## src/rtl/tt_pkg.sv

```systemverilog
// Shared types and constants for the truth-table extractor.
package tt_pkg;

  localparam int N_IN_DEFAULT = 4;
  localparam int CNT_W        = 8;

  typedef enum logic [1:0] {
    ST_IDLE,
    ST_SETTLE,
    ST_SAMPLE,
    ST_DONE
  } state_e;

  function automatic int tt_width(input int n_in);
    return 1 << n_in;
  endfunction

endpackage

```

## src/rtl/tt_settle_timer.sv

```systemverilog
// Loadable down-counter that flags terminal count while it holds zero.
module tt_settle_timer
  import tt_pkg::*;
(
  input  logic             clk,
  input  logic             rst,
  input  logic             load_i,
  input  logic [CNT_W-1:0] value_i,
  input  logic             dec_i,
  output logic             tc_o
);

  logic [CNT_W-1:0] count_q, count_d;

  // A load takes precedence over a decrement; the count parks at zero.
  always_comb begin
    count_d = count_q;
    if (load_i) begin
      count_d = value_i;
    end else if (dec_i && (count_q != '0)) begin
      count_d = count_q - 1'b1;
    end
  end

  always_ff @(posedge clk or posedge rst) begin
    if (rst) begin
      count_q <= '0;
    end else begin
      count_q <= count_d;
    end
  end

  assign tc_o = (count_q == '0);

endmodule

```

## src/rtl/tt_extractor.sv

```systemverilog
// Sweeps every input combination into a gate, samples its output after a
// settle delay, assembles the truth-table code and compares it to an expected code.
module tt_extractor
  import tt_pkg::*;
#(
  parameter  int N_IN   = N_IN_DEFAULT,
  parameter  int SETTLE = 2,
  localparam int TT_W   = tt_width(N_IN)
) (
  input  logic            clk,
  input  logic            rst,
  input  logic            start,
  input  logic            abort,
  input  logic [TT_W-1:0] expected_tt,
  output logic [N_IN-1:0] dut_in,
  input  logic            dut_out,
  output logic            busy,
  output logic            done,
  output logic [TT_W-1:0] tt,
  output logic            match
);

  localparam logic [CNT_W-1:0] SettleLoad = CNT_W'((SETTLE == 0) ? 0 : SETTLE - 1);
  localparam logic [N_IN:0]    LastIdx    = (N_IN+1)'(TT_W - 1);

  state_e          state_q, state_d;
  logic [N_IN:0]   idx_q, idx_d;
  logic [TT_W-1:0] tt_q, tt_d;
  logic [TT_W-1:0] exp_q, exp_d;
  logic            busy_q, busy_d;
  logic            done_q, done_d;
  logic            match_q, match_d;
  logic            tmrLoad, tmrDec, tmrTc;

  tt_settle_timer u_timer (
    .clk     (clk),
    .rst     (rst),
    .load_i  (tmrLoad),
    .value_i (SettleLoad),
    .dec_i   (tmrDec),
    .tc_o    (tmrTc)
  );

  // Abort outranks every transition; in IDLE it only suppresses a start.
  always_comb begin
    state_d = state_q;
    idx_d   = idx_q;
    tt_d    = tt_q;
    exp_d   = exp_q;
    busy_d  = busy_q;
    done_d  = 1'b0;
    match_d = match_q;
    tmrLoad = 1'b0;
    tmrDec  = 1'b0;

    if (abort) begin
      if (state_q != ST_IDLE) begin
        state_d = ST_IDLE;
        idx_d   = '0;
        busy_d  = 1'b0;
        match_d = 1'b0;
      end
    end else begin
      case (state_q)
        ST_IDLE: begin
          if (start) begin
            exp_d   = expected_tt;
            tt_d    = '0;
            match_d = 1'b0;
            idx_d   = '0;
            busy_d  = 1'b1;
            if (SETTLE == 0) begin
              state_d = ST_SAMPLE;
            end else begin
              state_d = ST_SETTLE;
              tmrLoad = 1'b1;
            end
          end
        end
        ST_SETTLE: begin
          if (tmrTc) begin
            state_d = ST_SAMPLE;
          end else begin
            tmrDec = 1'b1;
          end
        end
        ST_SAMPLE: begin
          tt_d[idx_q[N_IN-1:0]] = dut_out;
          if (idx_q == LastIdx) begin
            state_d = ST_DONE;
          end else begin
            idx_d = idx_q + 1'b1;
            if (SETTLE == 0) begin
              state_d = ST_SAMPLE;
            end else begin
              state_d = ST_SETTLE;
              tmrLoad = 1'b1;
            end
          end
        end
        ST_DONE: begin
          done_d  = 1'b1;
          busy_d  = 1'b0;
          match_d = (tt_q == exp_q);
          idx_d   = '0;
          state_d = ST_IDLE;
        end
        default: begin
          state_d = ST_IDLE;
        end
      endcase
    end
  end

  always_ff @(posedge clk or posedge rst) begin
    if (rst) begin
      state_q <= ST_IDLE;
      idx_q   <= '0;
      tt_q    <= '0;
      exp_q   <= '0;
      busy_q  <= 1'b0;
      done_q  <= 1'b0;
      match_q <= 1'b0;
    end else begin
      state_q <= state_d;
      idx_q   <= idx_d;
      tt_q    <= tt_d;
      exp_q   <= exp_d;
      busy_q  <= busy_d;
      done_q  <= done_d;
      match_q <= match_d;
    end
  end

  assign dut_in = idx_q[N_IN-1:0];
  assign busy   = busy_q;
  assign done   = done_q;
  assign tt     = tt_q;
  assign match  = match_q;

endmodule

```

## config.mk

```make
export PLATFORM = sky130hd
export DESIGN_NAME = tt_extractor
export DESIGN_NICKNAME = d
export VERILOG_FILES = /design/src/rtl/tt_pkg.sv /design/src/rtl/tt_settle_timer.sv /design/src/rtl/tt_extractor.sv
export SDC_FILE = /design/constraint.sdc
export NUM_CORES = 1
export LEC_CHECK = 0
export ABC_AREA = 1
export CORE_MARGIN = 5
export CORE_UTILIZATION = 35
export DETAILED_ROUTE_END_ITERATION = 8
export GPL_TIMING_DRIVEN = 0
export PLACE_DENSITY_LB_ADDON = 0.25
export SLEW_MARGIN = 40
export SYNTH_ARGS = -nofsm -noshare
export SYNTH_HDL_FRONTEND = slang
export SYNTH_SLANG_ARGS = --single-unit
```

## constraint.sdc

```tcl
create_clock -name clk -period 1.7 [get_ports clk]
set_input_delay 0.34 -clock clk [delete_from_list [all_inputs] [get_ports clk]]
set_output_delay 0.34 -clock clk [all_outputs]
set_load 0.005 [all_outputs]
```

Yosys cells after proc, flatten, opt, wreduce, memory -nomap -nowiden. Index checks and enable logic that the tools add are counted.

Add/subtract/negate cells: 2. $mul: 0. Div/mod/pow operators: 0. $lt $le $gt $ge: 2. Eq/ne operators: 10. Shift operators: 0. Muxes and demuxes: 34. Bitwise operators: 1. Reduce and logical (&&, ||, !) cells: 15.

Operator list (count): case mux 16 bit (2 select lines) (1); two-way mux 5 bit (4); bitwise mux 16 bit (1); == test 16 bit (1); two-way mux 16 bit (1); two-way mux 8 bit (2); case mux 5 bit (3 select lines) (1); two-way mux 1 bit (14); AND reduction 3 bit (4); two-way mux 2 bit (5); inequality test 3 bit (second input constant) (3); zero test 8 bit (1); case mux 2 bit (4 select lines) (1); nonzero test 8 bit (1); subtractor 8 x 1 -> 8 bit (second input constant) (1); case mux 1 bit (2 select lines) (3); nonzero test 2 bit (3); adder 5 x 1 -> 5 bit (second input constant) (1); == test 5 x 4 -> 1 bit (second input constant) (1); less-than comparator 4 x 5 -> 1 bit (second input constant) (1); demux 1 bit (select 4 bit) (1); == test 2 bit (second input constant) (2); >= comparator 4 x 1 -> 1 bit (second input constant) (1); AND reduction 4 bit (1); other kinds (8) (9).

Flip-flop bits (word level): 50. Bits in latches: 0. RAM bits: 0. ROM bits: 0. Input bits: 21. Word-level logic and storage cells: 72. Memories kept: 0.

Longest topological paths before layout.
Depth after elaboration: 7. Mapped depth: 11. Depth with buffers taken out: 11.

Modules after synthesis. Synthesis repeated with hierarchy kept, for this count alone.

Cells, all modules: 418. Area total of the unflattened synthesis: 3064.2 µm².

By module, submodules not included: tt_extractor (instances 1, cells each 327, area each 2431.1 µm², seq. area each 1051.0 µm²); tt_settle_timer (instances 1, cells each 91, area each 633.1 µm², seq. area each 200.2 µm²).

Worst setup path after synthesis. Ideal clock, no wire load.

Path kind: register -> register. Start: register idx_q[0]. End: register idx_q[4]. Arrival: 1480 ps. Data required time: 1575 ps. Setup slack: 95 ps. Stages on the path, launching flop included: 12. Path buffers: 0. Period minus slack after synthesis: 1605 ps. Cell sequence: dfrtp_1 ha_1 nand2_1 nor2_1 ha_1 nand2_1 nand2_1 nand2_1 nand2_2 clkinv_2 nand2_1 o22ai_1.

Longest elaborated chain between the ends: 4. Elaborated cells between the ends (all ways): 7. Those cells by class: add/sub (1); eq/ne (2); mux (3); reduce/logical (1).

RTL lines: start, declared (RTL line tt_extractor.sv:27) `logic [N_IN:0] idx_q, idx_d;`; start signal, assigned (RTL line tt_extractor.sv:126) `idx_q <= idx_d;`; adder 5 x 1 -> 5 bit (RTL line tt_extractor.sv:92) `idx_d = idx_q + 1'b1;`; two-way mux 5 bit (RTL line tt_extractor.sv:89) `if (idx_q == LastIdx) begin`; case mux 5 bit (3 select lines) (RTL line tt_extractor.sv:64) `case (state_q)`; two-way mux 5 bit (RTL line tt_extractor.sv:56) `if (abort) begin`.

Several ways; a longest one is shown, not always the timed one. The select of a mux whose other input is x is not followed. A chain may end at the register's enable or synchronous reset.

Worst setup path after layout.
Start: register idx_q[3]. End: output port dut_in[3].

RTL lines: end, declared (RTL line tt_extractor.sv:15) `output logic [N_IN-1:0] dut_in,`.

No word-level cell between the ends.

==> metrics <==
max-cap violation count=0; first-pass iteration count of the detailed router=4; syn avg cell area=7.96 µm²; final setup TNS=0 ns; filler instances=836; DRT Wirelength=7.03 mm; vias in the first global route=2,419; deepest clock path buffer count=2; Placer Congestion=0.883; CTS Buf Count=5; layout cells sized above 1=18.8%; CTS clock-pin slew for the worst setup and hold paths=0.10 ns; Period Utilization, post-route=95.1%; worst hold margin=0.268 ns; n_diodes=0; DIE WIDTH=102 µm; final cell count without fillers=536; Synth Register Bits=50; clk sink count=50; critical path class=register to output pin; Slew HR=70.2%; cell leakage power=0.00178 µW; drt drc=0; via count=2,508; Placed Instances=517; Fin Clk Skew=0.0149 ns; WL per Instance=13.1 µm; Port Buf Inserts=43; core region area=8180 µm²; most common cell after layout, fill and taps aside=nand2_1; power share of the clock group=19.9%; CTS tree=built; footprint of the multi-input gates=1430 µm²; CP Max Fanout=2; switching power=1770 µW; CP arrival=1.28 ns; placed inst area=3510 µm²; Max Freq=619 MHz; hpwl dp=5.17 mm; Finished Cell Area=3790 µm²; CTS H-Tree Depth=2; die height=102 µm; clock root buffer=clkbuf_8; sequential share of power=37.0%; PD cells=1190 nW/µm²; Final Hold Fails=0; post-synthesis sequential area ratio=42.7%; Clock Latency Late Sink=0.32 ns; Post-Syn Nets=400; initial antenna violation count=0; # rows=33; most frequent cells in the layout=nand2_1 (78), dfrtp_1 (50), inv_1 (45), clkdlybuf4s50_1 (41), nor2_1 (35); grt total ovfl=0; die area=10,300 µm²; worst slew pin tran=0.447 ns; sequential cell area=1250 µm²; Syn Std Cell Area=2930 µm²; fin crit period=1.62 ns; Syn Inst Count=368; Vias/cell=4.68; Pint=2730 µW; area grow syn2layout=29.4%; Finish-stage setup viols=0; crit path launch type=register; global-route wire length before repair=11.5 mm; Gate power share=43.1%; starting density of the core=35.8%; switching part of the total=39.4%; ANT nets after route=0; Iter 0 DRT Violations=65; Slew Limit Fails=0; gr usage total=14.1%; num ports=44; largest net degree at the start of global routing=41; worst hold path class=input port to async pin; post-synthesis cell type count=31; Req. time, crit path=1.36 ns; status=complete, no violations; YS warnings=0; Nets=462; worst vdd rail ir drop=410 µV; CP Capture Type=output pin
==> stage by stage <==
step	utilization, %	power (µW)	worst slack (ns)
floorplan	-	3040	0.0951
global placement	42.7	3450	-0.891
detailed placement	43.0	3510	-0.174
CTS	44.8	4410	0.00193
global route	46.4	4870	-0.0275
finish	46.4	4500	0.0839
==> power by group through the flow <==
stage | Combinational [µW] | Sequential, µW | Clock (µW)
2_1_floorplan | 1390 | 1650 | 0
3_3_place_gp | 1760 | 1690 | 0
3_5_place_dp | 1810 | 1690 | 0
4_1_cts | 1830 | 1670 | 908
5_1_grt | 2220 | 1700 | 954
6_report | 1940 | 1670 | 894
==> area by class of cell <==
type                    instances  share of cell area [%]
multi-input cells             248                    37.8
flip-flops and latches         50                    33.0
clock inverters                 3                    1.25
plain buffers                  12                    2.61
repair buffers                 55                    14.0
well taps                     105                    3.46
clock buffers                   5                    1.81
inverters                      58                    6.10
==> routing by layer <==
layer | routed length [µm] | global-route usage, % | vias to the layer above
li1 | - | - | 1305
met1 | 3210 | 19.3 | 1151
met2 | 3420 | 23.2 | 43
met3 | 333 | 2.69 | 9
met4 | 59 | 3.37 | 0
met5 | 0 | 0 | -
==> cell families (layout without fill, tap and decap cells) <==
logic type	Yosys count	count (layout)	synth area share, %
fa+ha+maj	11	11	4.70
simple gates	162	162	24.9
mux	5	5	1.92
xor+xnor	5	5	1.49
compound gates	65	65	13.1
buf+inv	70	133	11.1
flops	50	50	42.7
==> registers in the layout (all words and copies together), names as in the netlist <==
signal           cells
match                1
u_timer.count_q      8
busy                 1
idx_q                5
tt                  16
exp_q               16
state_q              2
done                 1
==> cell usage after synthesis (all sizes together) <==
| cell type | number | area, µm² |
|---|---|---|
| a21oi | 28 | 140 |
| xor2 | 5 | 43.8 |
| a22oi | 1 | 21.3 |
| nand2 | 87 | 358 |
| o21ai | 29 | 179 |
| o22ai | 7 | 43.8 |
| nand3 | 24 | 130 |
| mux2 | 5 | 56.3 |
| dfrtp | 50 | 1250 |
| clkbuf | 1 | 3.75 |
| nor2 | 41 | 181 |
| ha | 11 | 138 |
| clkinv | 3 | 13.8 |
| nor3 | 1 | 5.00 |
| inv | 55 | 214 |
| buf | 11 | 95.1 |
| nand4 | 7 | 43.8 |
| and3 | 2 | 12.5 |
==> timing repair <==
action / 4_1_cts / 5_1_grt
pin swaps: 0 / 6
endpoints found under the setup margin: 16 / 24
resized for setup: 6 / 14
hold buffers: 0 / 0
setup buffers: 2 / 9
==> worst max-delay path, cell delays in order, from the launching register on <==
cell	delay (ns)
dfrtp_1	0.38
buf_4	0.11
clkdlybuf4s50_1	0.49
==> path summary, 6_finish.rpt <==
| kind | depth (start not counted) | from | slack (ns) | endpoint |
|---|---|---|---|---|
| min | 2 | rst | 0.27 | u_timer.count_q[3]$_DFFE_PP0P_ |
| max reg2reg | 8 | idx_q[0]$_DFFE_PP0P_ | 0.10 | tt[6]$_DFFE_PP0P_ |
| max | 2 | idx_q[3]$_DFFE_PP0P_ | 0.08 | dut_in[3] |
| min reg2reg | 2 | match$_DFFE_PP0P_ | 0.51 | match$_DFFE_PP0P_ |
| min in group clk | 2 | match$_DFFE_PP0P_ | 0.51 | match$_DFFE_PP0P_ |
| max in group asynchronous | 3 | rst | 0.99 | idx_q[3]$_DFFE_PP0P_ |
(Power assumes the default switching activity.)
